--- src/rtl/tm1638_key_events.sv ---
// TM1638 key-scan consumer: decodes the 8 LED&KEY switches, debounces them on a
// periodic sample tick, and emits level, pulse and FIFO-queued press/release events.
module tm1638_key_events #(
    parameter logic [31:0] SAMPLE_PERIOD    = 32'd250_000,
    parameter int unsigned DEBOUNCE_SAMPLES = 3,
    parameter int unsigned FIFO_DEPTH       = 8
) (
    input  logic       clk,
    input  logic       reset,
    input  logic [7:0] tm1638_in [4],
    output logic [7:0] keys_raw,
    output logic [7:0] keys,
    output logic [7:0] key_pressed,
    output logic [7:0] key_released,
    output logic       ev_valid,
    input  logic       ev_ready,
    output logic       ev_pressed,
    output logic [2:0] ev_key,
    output logic       ev_overflow,
    input  logic       ev_overflow_clr
);
    localparam int unsigned AW = $clog2(FIFO_DEPTH);
    localparam logic [3:0]  DB_MAX = 4'(DEBOUNCE_SAMPLES - 1);

    logic [31:0]   scnt;
    logic          tick;
    logic [7:0]    dec;
    logic [7:0]    unused_bits;
    logic [3:0]    cnt [8];
    logic [7:0]    flip;
    logic [7:0]    pending;
    logic [7:0]    pend_type;
    logic [2:0]    sel;
    logic          push;
    logic [7:0]    clr_mask;
    logic [3:0]    mem [FIFO_DEPTH];
    logic [AW-1:0] wr_ptr;
    logic [AW-1:0] rd_ptr;
    logic [AW:0]   count;
    logic          full;
    logic          pop;
    logic          do_push;

    assign tick = (scnt == '0);

    always_comb begin
        for (int unsigned i = 0; i < 4; i++) begin
            dec[i]     = tm1638_in[i][0];
            dec[i + 4] = tm1638_in[i][4];
        end
    end
    assign unused_bits = tm1638_in[0] ^ tm1638_in[1] ^ tm1638_in[2] ^ tm1638_in[3];

    always_comb begin
        flip = '0;
        for (int unsigned i = 0; i < 8; i++)
            flip[i] = tick && (dec[i] != keys[i]) && (cnt[i] == DB_MAX);
    end

    // Reverse scan so the last hit, i.e. the lowest pending index, wins.
    always_comb begin
        sel = '0;
        for (int unsigned i = 0; i < 8; i++)
            if (pending[7 - i]) sel = 3'(7 - i);
    end
    assign push     = |pending;
    assign clr_mask = push ? (8'b1 << sel) : '0;

    assign ev_valid   = (count != '0);
    assign full       = (count == (AW + 1)'(FIFO_DEPTH));
    assign pop        = ev_valid && ev_ready;
    assign do_push    = push && (!full || pop);
    assign ev_pressed = ev_valid && mem[rd_ptr][3];
    assign ev_key     = ev_valid ? mem[rd_ptr][2:0] : '0;

    always_ff @(posedge clk) begin
        if (!reset) begin
            scnt         <= SAMPLE_PERIOD - 32'd1;
            keys_raw     <= '0;
            keys         <= '0;
            key_pressed  <= '0;
            key_released <= '0;
            pending      <= '0;
            pend_type    <= '0;
            for (int unsigned i = 0; i < 8; i++) cnt[i] <= '0;
        end else begin
            key_pressed  <= '0;
            key_released <= '0;
            scnt         <= tick ? (SAMPLE_PERIOD - 32'd1) : (scnt - 32'd1);
            if (tick) begin
                keys_raw <= dec;
                for (int unsigned i = 0; i < 8; i++) begin
                    if (dec[i] == keys[i]) begin
                        cnt[i] <= '0;
                    end else if (cnt[i] == DB_MAX) begin
                        keys[i]         <= dec[i];
                        cnt[i]          <= '0;
                        key_pressed[i]  <= dec[i];
                        key_released[i] <= !dec[i];
                    end else begin
                        cnt[i] <= cnt[i] + 4'd1;
                    end
                end
            end
            pending <= (pending & ~clr_mask) | flip;
            for (int unsigned i = 0; i < 8; i++)
                if (flip[i]) pend_type[i] <= dec[i];
        end
    end

    // A pending bit is consumed whether or not the FIFO had room for it.
    always_ff @(posedge clk) begin
        if (!reset) begin
            wr_ptr      <= '0;
            rd_ptr      <= '0;
            count       <= '0;
            ev_overflow <= 1'b0;
            for (int unsigned i = 0; i < FIFO_DEPTH; i++) mem[i] <= '0;
        end else begin
            if (do_push) begin
                mem[wr_ptr] <= {pend_type[sel], sel};
                wr_ptr      <= wr_ptr + AW'(1);
            end
            if (pop) rd_ptr <= rd_ptr + AW'(1);
            case ({do_push, pop})
                2'b10:   count <= count + (AW + 1)'(1);
                2'b01:   count <= count - (AW + 1)'(1);
                default: count <= count;
            endcase
            if (push && full && !pop)
                ev_overflow <= 1'b1;
            else if (ev_overflow_clr)
                ev_overflow <= 1'b0;
        end
    end
endmodule

--- config.mk ---
export PLATFORM = sky130hd
export DESIGN_NAME = tm1638_key_events
export DESIGN_NICKNAME = d
export VERILOG_FILES = /design/src/rtl/tm1638_key_events.sv
export SDC_FILE = /design/constraint.sdc
export NUM_CORES = 1
export LEC_CHECK = 0
export ABC_AREA = 1
export BUFFER_PORTS_ARGS = -buffer_cell sky130_fd_sc_hd__buf_2
export CAP_MARGIN = 10
export CORE_MARGIN = 3
export CORE_UTILIZATION = 40
export CTS_CLUSTER_SIZE = 30
export DETAILED_ROUTE_END_ITERATION = 10
export HOLD_SLACK_MARGIN = 0.15
export MAX_ROUTING_LAYER = met4
export SLEW_MARGIN = 10
export SYNTH_ARGS = -nofsm -noshare
export SYNTH_HDL_FRONTEND = slang
export SYNTH_SLANG_ARGS = --single-unit
--- constraint.sdc ---
create_clock -name clk -period 2.5 [get_ports clk]
set_input_delay 0.25 -clock clk [delete_from_list [all_inputs] [get_ports clk]]
set_output_delay 0.25 -clock clk [all_outputs]
set_load 0.02 [all_outputs]
# Word level (Yosys, flattened, before mapping)
# Memory sizes are Yosys's and may differ from the RTL's. A register that Yosys moved wholly into a read port is not among the register bits.
# Cells that the tools add are included.
# word_totals
ram_bits	64
memories	2
out_inout_bits	38
ff_bits	91
wordCells	343
in_bits	36
# classes
shifts	1
n_lt_le_gt_ge	1
n_addsub	13
n_eq_ne	27
bitwise_logic	45
n_mux	160
n_reduce_logical	55
# memory_table
name	depth	width	read_ports	rd_ports_with_merged_regs	write_ports	line_no	rtl
cnt	8	4	8	0	8	29	logic [3:0] cnt [8];
mem	8	4	1	1	8	36	logic [3:0] mem [FIFO_DEPTH];
# op_table
op	count
$mux 1	120
$mux 4	25
$add 4x1->4 const B	9
$mux 3	12
$reduce_or 4->1	9
$eq 4x2->1 const B	8
$logic_not 32->1	1
$sub 32x1->32 const B	1
$or 1x1->1	24
$reduce_and 3->1	8
$logic_and 1x1->1	21
$not 1->1	18
$logic_not 1->1	10
$and 8x8->8	1
$eq 1x1->1	8
$mux 8	1
$ne 1x1->1	8
$not 8->8	1
$or 8x8->8	1
$pmux 4 s2	1
$reduce_or 8->1	1
$shl 1x3->8 const A	1
$add 3x1->3 const B	2
$eq 4x4->1 const B	1
other kinds (9)	10

# Longest topological paths before layout
# Gate-level depths: netlist (run 1).
# logic_depth
ltp_word	13
depth_mapped	13
mapped_depth_nobuf	13

# Worst setup path after synthesis (run 1)
# OpenSTA, ideal clock, no wires.
# synth_path
path_type	flip-flop to flip-flop
from	register count[0]
to	register count[3]
path_buffers	0
required_time_ps	2385
synth_period_minus_slack_ps	1962
t_arrival_ps	1847
path_stages_with_launch	14
setup_time_ps	115
slack_ps	538
cell_sequence	dfxtp_1 -> nor2_1 -> nand2_1 -> nand2_1 -> inv_1 -> nand2_1 -> inv_1 -> ha_1 -> a21oi_1 -> nand3_1 -> nand2_1 -> nand3_1 -> nand2_1 -> nor2_1
# synth_between
elab_chain_len	6
word_cells_on_any_way	12
classes_between	2 x add/sub; 3 x eq/ne; 1 x mux; 6 x reduce/logical
# synth_rtl
item	line_no	rtl
start: declaration	39	logic [AW:0] count;
start signal: assignment	126	2'b10: count <= count + (AW + 1)'(1);
start signal: assignment	127	2'b01: count <= count - (AW + 1)'(1);
start signal: assignment	128	default: count <= count;
$reduce_bool 4->1 *	69	assign ev_valid = (count != '0);
net ev_valid	15	output logic ev_valid,
$logic_and 1x1->1 *	71	assign pop = ev_valid && ev_ready;
$logic_or 1x1->1	72	assign do_push = push && (!full || pop);
$logic_and 1x1->1	72	
$eq 2x1->1 / $eq 2x2->1 (equally long branches)	125	case ({do_push, pop})
$pmux 4 s2 / $reduce_bool 2->1 (equally long branches)	n/a	
# Mark *: on every way through the listed nets, which the timed path passes. The rest lies on a longest branch.
# A chain may end at the register's enable or synchronous reset.

# Worst setup path after layout (run 1)
# layout_path
from	register scnt[0]
to	register scnt[29]
# layout_between
elab_chain_len	2
word_cells_on_any_way	3
classes_between	1 x add/sub; 2 x reduce/logical
# layout_rtl
item	line_no	rtl
start: declaration	25	logic [31:0] scnt;
start signal: assignment	78	scnt <= SAMPLE_PERIOD - 32'd1;
start signal: assignment	89	scnt <= tick ? (SAMPLE_PERIOD - 32'd1) : (scnt - 32'd1);
parallel branches: the longest is 2 deep, another holds $sub 32x1->32	n/a	
# Parallel ways; which one is timed is not known.

==> results by stage, run 1 <==
Global routing:
- The combined global-route utilization of all metal layers is 16.8%.
- The initial antenna violation count is 0.
- The via count of the first global-routing pass is 5181.
- After global routing the overflow that remains totals 0.
- The first-pass GRT wire length is 25600 um.
- Entering global routing, the biggest net connects 30 pins.

Final layout:
- The final layout contains 964 nets.
- The fill cell total of the finished layout is 1643.
- 0 antenna diodes ended up in the layout.
- The share of post-route cells with drive strength above 1 is 13.2%.
- Relative to the synthesized area, the layout overhead comes to 17.1%.
- In the final layout, the multi-input gates occupy 2920 um^2.
- The register cell area after layout is 3640 um^2.

Floorplan:
- For this design the top-level I/O count stands at 74.
- Once the floorplan was initialized, standard cells occupied 41.5% of the core.
- The x dimension of the die is 138 um.
- In this run the standard cell core region covers 16900 um^2.
- The die covers 19200 um^2.
- The number of rows created at floorplan is 47.
- From bottom edge to top edge, the die measures 138 um.

STA:
- The worst path uses 87.6% of the clock period.
- Setup repair after global routing left no endpoint under its margin.
- The setup clock skew after layout is 11.7 ps.
- At the pin with the least slew margin, the transition time is 709 ps.
- The final period demand of the worst path is 2190 ps.
- The setup-violating endpoint count in the final report is 0.
- The smallest hold slack is 179 ps.
- The sum of negative setup slack is 0 ps.
- The number of max-slew violations in the final report came to 0.
- In this run the tightest slew margin relative to its limit is 52.7%.
- The maximum clock rate is 456 MHz.
- The hold violation count in the final report is 0.
- Across all setup checks in the final design, the least slack found is 309 ps.

Synthesis:
- Counting flops and latches in the post-synthesis netlist gives 150.
- The biggest area contributor in the post-synthesis netlist is edfxtp_1.
- Sorting the synthesized cells by area gives the leading types as edfxtp_1 27%, dfxtp_1 25%, nor2_1 9.2%, nand2_1 7.2%, inv_1 4.8%.
- The most frequent cell after synthesis is nor2_1.
- The average footprint of a synthesized cell is 8.40 um^2.
- By count the netlist is led by 172 x nor2_1, 134 x nand2_1, 90 x inv_1.
- The most used flip-flop cell after synthesis is dfxtp_1.
- The net count of the mapped netlist is 894.
- The sequential share of the synthesized area is 52.0%.
- Synthesis produced 835 cells.
- The top cell type by area accounts for 27.4% of the synthesized area.
- The number of enable-type register cells in the synthesized netlist is 64.
- Counting distinct cell types in the post-synthesis netlist gives 43.
- During synthesis, Yosys emitted a total of 0 warnings.
- The share of synthesized flip-flops with an asynchronous set or reset is 0%.
- The summed instance area of the synthesized netlist is 7010 um^2.

CTS:
- The maximum root-to-sink buffer count is 2.
- The number of clock sinks is 150.
- In this run, CTS created clock tree buffers numbering 17.
- Clock tree synthesis selected as its root buffer the cell clkbuf_16.
- The H-tree level count is 4.
- After clock tree synthesis, the clock-pin slew on the worst setup and hold paths is 60 ps.
- TritonCTS built the clock tree.
- The source-to-sink clock delay at the later pin of the worst-skew pair is 430 ps.
- Buffers added to address setup during post-CTS repair amount to 0.

Drt:
- The detail-routed via count per cell is 4.75.
- The remaining routing DRC violations is 0.
- The via total after detailed routing is 5406.
- The iteration count of the initial detailed-routing pass is 4.
- For this block, the routed nets add up to 15100 um of wire.
- For this block, the initial DRC count from the detailed router was 302.
- Once detail routing completed, the nets flagged for antenna violations numbered 0.
- Dividing the detail-routed wire length by the instance count gives 13.2 um.

Worst hold path:
- The class of the tightest hold or removal check is primary input to flop.
- The beginning of the worst hold path is tm1638_in[24].

Place:
- The half-perimeter wire length after detailed placement is 10900 um.
- Before CTS, the worst setup slack after placement is 278 ps.
- The final estimated routing congestion in global placement is 0.797.
- The number of I/O port buffers is 49.

Pwr:
- Power spread over the standard cell area amounts to 739 nW/um^2.
- IR analysis of the VDD net gives a maximum drop of 0.446 mV.
- The analysis attributes to cell leakage a power of 0.00354 uW.
- The completed layout was analyzed and its total power is 6070 uW.

Worst setup path:
- The launch point of the worst path is scnt[0].
- The maximum fanout count along the critical path is 13.
- The worst flop-to-flop path startpoint is scnt[0].
- The type of the setup path with the least slack is flop to flop.
- The type of destination of the critical path is a flop.
- At the worst endpoint, the arrival time is 2540 ps.
- The worst endpoint required time is 2850 ps.
- The type of element launching the critical path is a flop.

Status:
- The run finished with clean final reports.

Job:
- The number of max-cap violations is 0.
state kept, by name (all words and copies together), names as in the netlist, named ones only:
name          count
key_pressed       8
rd_ptr            3
keys              8
key_released      8
ev_overflow       1
mem              32
count             4
wr_ptr            3
keys_raw          8
pending           8
cnt              32
scnt             32
report_power, final:
group          total (uW)  switching, uW  internal (uW)
Sequential           2740           85.2           2650
Clock                2530           1010           1520
Combinational         795            513            282
layout make-up:
| type | count | area share (%) |
|---|---|---|
| flip-flops and latches | 150 | 44.4 |
| clock buffers | 20 | 5.56 |
| repair buffers | 68 | 5.12 |
| multi-input cells | 571 | 35.6 |
| inverters | 97 | 4.44 |
| clock inverters | 12 | 1.57 |
| well taps | 220 | 3.35 |
kinds of logic after synthesis:
kind of cell	synth area share [%]
AO/OA/AOI/OAI	7.30
flip-flops	52.0
buffers and inverters	6.39
XOR/XNOR	3.87
adder cells (fa/ha/maj)	4.21
AND/OR/NAND/NOR	26.3
final timing paths:
path                          to  slack, ps  cells after the start
setup reg to reg        scnt[29]        310                     10
setup / recovery        scnt[29]        310                     10
hold reg to reg          scnt[0]        400                      1
hold / removal    key_pressed[0]        180                      3
layout by cell type, fill, tap and decap left out, types with 3 or more instances in the layout:
cell type	netlist	final
clkbuf_16	0	17
nor3_1	12	12
o21ai_0	42	42
a31oi_1	4	4
ha_1	22	22
xor2_1	16	16
nand3_1	59	59
edfxtp_1	64	64
o31ai_1	3	3
nor2_1	172	172
a21oi_1	33	33
buf_4	2	10
buf_2	4	49
dfxtp_1	86	86
inv_1	90	90
nand3b_1	4	4
clkinv_4	0	3
o22ai_1	4	4
inv_2	7	7
clkinv_2	0	3
or2_2	6	6
nand2_1	134	134
xnor2_1	15	15
nand4_1	11	11
nor2_2	10	10
dlygate4sd3_1	0	8
layer usage:
metal | routed length [um] | GRT usage (%) | vias up
met2 | 7030 | 26.7 | 81
li1 | - | - | 2860
met5 | 0 | - | -
met1 | 7400 | 21.5 | 2455
met3 | 464 | 4.21 | 10
met4 | 172 | 4.42 | 0
critical path, stage by stage (launching register included):
cell	delay (ps)
dfxtp_1	320
inv_1	90
ha_1	240
nand2_1	70
nor2_1	40
nand3_1	180
nor2_8	90
nor2_2	550
buf_4	320
o21ai_0	100
a21oi_1	110
stage by stage:
stage,util (%),cells,area [um^2]
floorplan,-,835,7010
global placement,44.7,1098,7540
detailed placement,44.7,1098,7540
CTS,48.6,1138,8210
global route,48.6,1138,8210
finish,48.6,1138,8210
what timing repair did:
item / in CTS / in global routing
endpoints found under the hold margin: 21 / 0
hold buffers: 8 / 0
resized for setup: 0 / 0
Note: power is estimated with default switching activity, not from simulation.
==> inputs of run 2 (changes only) <==
Settings changed: PLACE_DENSITY_LB_ADDON from default to 0.08.
==> results by stage, run 2 (synthesis results as in run 1) <==
STA:
- Setup repair after global routing left no endpoint under its margin.
- The maximum clock rate is 475 MHz.
- The final period demand of the worst path is 2110 ps.
- The hold violation count in the final report is 0.
- The sum of negative setup slack is 0 ps.
- The smallest hold slack is 253 ps.
- The setup clock skew after layout is 11.1 ps.
- The headroom to the max-slew limit is 70.4%.
- The number of max-slew violations in the final report is 0.
- The slew of the pin with the lowest slew margin is 440 ps.
- The setup-violating endpoint count in the final report is 0.
- The post-route fraction of the period consumed by the critical path is 84.2%.

Drt:
- The wire length reported by the detailed router is 15400 um.
- After detailed routing, the number of vias per cell comes to 4.87.
- In this run the remaining antenna-violating nets after routing total 0.
- Dividing the detail-routed wire length by the instance count gives 13.6 um.
- The via total after detailed routing is 5546.
- The first routing iteration left 321 violations.
- After detailed routing, the number of remaining DRC violations is 0.
- The iteration count of the initial detailed-routing pass is 5.

Pwr:
- For this design the total switching power over the nets is 1610 uW.
- The internal power component is 4600 uW.
- Of the total power, the share spent switching nets is 25.9%.
- Sequential cells account for 44.1% of the total power.
- The clock share of power is 42.9%.
- IR analysis of the VDD net gives a maximum drop of 0.458 mV.
- The share of total power dissipated in combinational logic is 13.0%.
- In this run the power density over the cells is 754 nW/um^2.
- In this run the static leakage power is 0.00355 uW.

Status:
- The run finished with clean final reports.

Final layout:
- The growth of design area from synthesis to finish is 17.5%.
- The fill cell total of the finished layout is 1614.
- The number of antenna cells inserted is 0.
- The library cells used most frequently in the layout, excluding fill and tap cells, are 172 x nor2_1, 134 x nand2_1, 90 x inv_1.
- The largest registers in the layout are cnt: 32 flops, mem: 32 flops, scnt: 32 flops.
- In the final design database the tool counted 964 nets.
- The most common cell after layout, fill and taps aside is nor2_1.
- Summing all non-filler instances in the final layout gives an area of 8240 um^2.
- The share of post-route cells with drive strength above 1 is 13.0%.

Worst setup path:
- The worst setup path is captured at a flop.
- The largest incremental delay on the critical path is 340 ps.
- The most numerous cell on the critical path is nand2_1.
- The minimum setup slack among reg-to-reg paths is 390 ps.
- The worst flop-to-flop path startpoint is count[0].
- The worst flop-to-flop path endpoint is count[3].
- The worst endpoint required time is 2810 ps.
- The arrival time of the worst setup path is 2420 ps.
- The maximum fanout count along the critical path is 7.
- Counting cells, the worst reg-to-reg path comes to 13.
- The worst setup path is launched from a flop.
- For this design, the slowest cell found on the critical path is dfxtp_1.
- The signal on the critical path passes through nor2_1 -> nand2_1 -> nand2_1 -> inv_1 -> nand2_1 -> inv_1 -> ha_1 -> a21oi_1 -> nand3_1 -> nand2_1 -> nand3_1 -> nand2_1 -> nor2_1.
- The worst setup path is of the flop to flop kind.

Floorplan:
- The die is 138 um tall.
- The initialized floorplan defines 47 standard-cell rows.
- The core outline area is 16900 um^2.
- The initial utilization of the core area, before any placement, comes to 41.5%.
- The die covers 19200 um^2.
- The die is 138 um wide.
- During I/O placement, the number of pins put on the boundary was 74.

CTS:
- In this run the post-CTS setup repair buffer count came out at 0.
- The source-to-sink clock delay at the later pin of the worst-skew pair is 420 ps.
- TritonCTS built the clock tree.
- Buffers inserted during clock tree synthesis total 17.
- The maximum root-to-sink buffer count is 2.
- The H-tree generated during clock tree synthesis spans 4 levels.
- After clock tree synthesis, the repair step resized 0 gates.
- After clock tree synthesis, the flow added hold-fix buffers numbering 9.
- Clock-pin slew was measured on the worst setup and hold paths at 60 ps.
- The cell sitting at the root of the clock tree is a clkbuf_16.
- CTS saw 150 sinks.

Job:
- The number of max-cap violations is 0.

Place:
- The wire-length estimate of the detail-placed layout is 11300 um.
- The final estimated routing congestion in global placement is 0.812.
- Summing all placed instances gives a cell area of 7540 um^2.
- Input and output buffers added on the ports amount to 49.

Global routing:
- The overflow left after global routing is 0.
- The first global-routing pass estimated 25900 um of wire.
- The initial antenna violation count was 0.
- The via count of the first global-routing pass is 5407.
- Entering global routing, the biggest net connects 45 pins.
- Global routing used 17.0% of the available tracks.

Worst hold path:
- The worst hold path belongs to the class primary input to flop.
- Counting instances, the worst hold path has a depth of 3.
- The beginning of the worst hold path is reset.
- The path with the worst hold slack has its endpoint at count[3].
==> run 2: changes by cell type in the layout (fill, tap and decap cells not counted), sizes merged <==
cell	before	now
buf	60	59
bufinv	2	4
clkbuf	20	19
clkinv	7	6
dlygate4sd3	8	9
==> run 2: power groups by stage <==
stage / Sequential [uW] / Combinational [uW] / Clock (uW)
floorplan: 2760 / 595 / 0
global placement: 2790 / 774 / 0
detailed placement: 2790 / 798 / 0
CTS: 2740 / 811 / 2720
global route: 2760 / 933 / 2810
finish: 2740 / 805 / 2660
==> run 2: final cells by class <==
class                      instances  area (um^2)  share of cell area [%]
clock buffer                      19          433                    5.25
timing repair buffer              68          423                    5.13
tap                              220          275                    3.34
sequential                       150         3640                    44.2
multi-input combinational        571         2920                    35.4
inverter                          97          364                    4.42
clock inverter                    13          180                    2.19
==> run 2: worst max-delay path, delay by kind of cell, from the launching register on <==
family / cells / cell delay [ps]
AOI/OAI and AO/OA: 1 / 180
adders and majority gates: 1 / 320
buffers and inverters: 2 / 200
DFF: 1 / 340
and+or+nand+nor: 9 / 960
==> run 2: per-layer routing <==
layer | routed length [um] | up-vias | global-route usage (%)
met4 | 240 | 0 | 6.45
met1 | 7500 | 2587 | 22.0
met3 | 473 | 20 | 3.21
li1 | - | 2867 | -
met5 | 0 | - | -
met2 | 7210 | 72 | 26.5
==> run 2: worst max-delay path by stage <==
stage	endpoint	slack, ps	start
2_1_floorplan	count[3]	540	count[0]
3_3_place_gp	count[3]	410	pending[0]
3_5_place_dp	count[3]	380	count[0]
4_1_cts	count[3]	370	count[0]
5_1_grt	count[3]	50	count[0]
6_report	count[3]	390	count[0]
==> run 2: through the flow <==
stage,utilization [%],instances,worst slack [ps],total power (uW)
2_1_floorplan,-,835,538,3350
3_3_place_gp,44.7,1097,409,3560
3_5_place_dp,44.7,1097,382,3590
4_1_cts,48.8,1138,370,6270
5_1_grt,48.8,1138,49.6,6500
6_report,48.8,1138,394,6210
==> inputs of run 3 (changes only) <==
Clock period 2.5 ns to 1.88 ns, I/O delays scaled along.
==> results by stage, run 3 (synthesis results as in run 1) <==
Drt:
- For this run, design rule violations remaining after detail routing come to 0.
- The wire length reported by the detailed router is 16300 um.
- The iteration count of the initial detailed-routing pass is 5.
- Dividing the detail-routed wire length by the instance count gives 13.6 um.
- In this run the remaining antenna-violating nets after routing total 0.
- The detail-routed via count per cell is 4.86.
- The detailed router placed 5800 vias in this run.
- The violation count after the first detailed-routing iteration is 356.

Final layout:
- The growth of design area from synthesis to finish is 28.1%.
- Leaving out fill and tap cells, the most frequent cells in the layout are 159 x nor2_1, 123 x nand2_1, 86 x inv_1.
- The final core utilization is 53.2%.
- In the final layout, the registers with the most flip-flops are cnt: 32 flops, mem: 32 flops, scnt: 32 flops.
- The number of antenna diodes in the final layout is 0.
- With fillers left out, the area of the finished cells amounts to 8980 um^2.
- At the end of the flow, the number of nets in the layout was 1019.
- The layout has 1527 filler cells.
- The most common cell after layout, fill and taps aside is nor2_1.
- In the final layout, the share of cells above drive strength 1 is 23.2%.

Status:
- The run finished with clean final reports.

CTS:
- After clock tree synthesis, the clock-pin slew on the worst setup and hold paths is 60 ps.
- The root buffer cell is clkbuf_16.
- In this run the deepest clock path goes through 2 buffers.
- The clock tree synthesis step divided the H-tree into 4 levels.
- For this design, the sink count on the clock tree is 150.
- The number of CTS-inserted buffers is 17.
- The CTS tree is built.
- Clock latency on the worst-skew pair, taken at its later pin, is 420 ps.

Worst setup path:
- The worst endpoint required time is 1690 ps.
- The most numerous cell on the critical path is o21ai_0.
- Walking the worst path, the cells encountered are buf_8 -> o21ai_0 -> o22ai_1 -> o21ai_0 -> a31oi_1 -> buf_4.
- The cell depth of the worst flop-to-flop path is 13.
- Counting buffers and inverters, the worst setup path is 6 cells deep.
- STA classifies the critical path endpoint as an output port.
- Along the worst path, the maximum fanout reaches 6.
- The category of cells accounting for the largest share of critical-path delay is compound AO/OA/AOI/OAI gates.
- The number of buffers and inverters on the critical path is 2.
- By startpoint and endpoint, the worst setup path is classified as flop to output port.
- The largest incremental delay on the critical path is 400 ps.
- Data on the critical path arrives at its endpoint at 1670 ps.
- Among all stages on the critical path, the largest delay is contributed by dfxtp_4.
- The type of element launching the critical path is a flop.

STA:
- The smallest hold slack is 250 ps.
- In the final timing run, aggregate negative setup slack is 0 ps.
- The setup clock skew after layout is 7.71 ps.
- Measured against its own limit, the worst slew margin works out to 73.1%.
- The clock period could shrink to 1850 ps.
- The slew of the pin with the lowest slew margin is 399 ps.
- Static timing analysis puts the maximum clock frequency at 539 MHz.
- The hold violation count in the final report is 0.
- Setup repair after global routing could not meet its margin everywhere.
- The post-route fraction of the period consumed by the critical path is 98.6%.
- The setup-violating endpoint count in the final report is 0.
- The number of max-slew violations in the final report was 0.

Global routing:
- The initial antenna violation count is 0.
- For this run the aggregate overflow at the end of global routing stands at 0.
- The first-pass GRT wire length is 26600 um.
- The pin count of the biggest net entering global routing is 28.
- The via count of the first global-routing pass is 5502.
- The combined global-route utilization of all metal layers is 17.4%.

Pwr:
- The overall power consumption is 8520 uW.
- The areal power density over the cells is 949 nW/um^2.
- Across the VDD grid, the largest voltage drop is 0.664 mV.
- Summed over all cells, the static leakage comes to 0.00387 uW.

Place:
- The number of I/O port buffers is 49.
- The half-perimeter wire length after detailed placement is 11700 um.
- Summing all placed instances gives a cell area of 7870 um^2.
- At the end of routability-driven placement, the weighted congestion stood at 0.818.

Floorplan:
- The die height is 138 um.
- Measured along the x axis, the die boundary spans 138 um.
- The core outline area is 16900 um^2.
- The die covers 19200 um^2.
- The floorplan has 47 rows.
- The initial utilization of the core area, before any placement, comes to 41.5%.
- The number of top-level design ports is 74.

Worst hold path:
- The tightest min-delay check is of the primary input to flop type.
- The number of cells traversed by the worst hold path is 5.

Job:
- Max-cap violations in this run came to 0.
[run 3: worst min-delay path: stages]
cell and delay [ps]:
buf_2 100, nand2_1 60, inv_1 70, buf_4 140, a21oi_1 70
[run 3: area by class of cell]
cell class                 count  area (um^2)  area share [%]
timing repair inverter         1         7.51          0.0836
multi-input combinational    571         3090            34.4
clock inverter                14          175            1.95
tap                          220          275            3.07
sequential                   150         3660            40.8
timing repair buffer         122          973            10.8
clock buffer                  18          429            4.78
inverter                      97          373            4.15
[run 3: per-layer routing]
| metal | global-route usage [%] | vias to the layer above | routed length (um) |
|---|---|---|---|
| met5 | - | - | 0 |
| met4 | 6.50 | 0 | 335 |
| met3 | 3.56 | 27 | 558 |
| met2 | 26.8 | 108 | 7680 |
| met1 | 22.8 | 2684 | 7690 |
| li1 | - | 2981 | - |
[run 3: timing repair]
action,in CTS,in global routing
pin swaps,0,20
hold buffers,9,0
setup endpoints to repair,9,127
gates resized for setup,11,69
gates cloned,1,4
buffers inserted,3,9
hold endpoints to repair,30,0
[run 3: worst paths after layout]
check / from / to / slack, ps
hold reg to reg: scnt[0] / scnt[0] / 400
setup reg to reg: scnt[21] / scnt[29] / 50
hold / removal: ev_ready / flop / 250
setup / recovery: flop / ev_key[0] / 30
[run 3: power by group]
group | switching, uW | internal [uW]
combinational | 756 | 617
clock | 1370 | 2100
sequential | 143 | 3530
total | 2270 | 6250
[run 3: metrics by stage]
stage / setup slack (ps) / std cells
after detailed placement: -50.7 / 1135
after global placement: -17.1 / 1135
after global routing: -97.9 / 1193
after CTS: 10.8 / 1180
after floorplan: -14.0 / 835
final: 26.1 / 1193
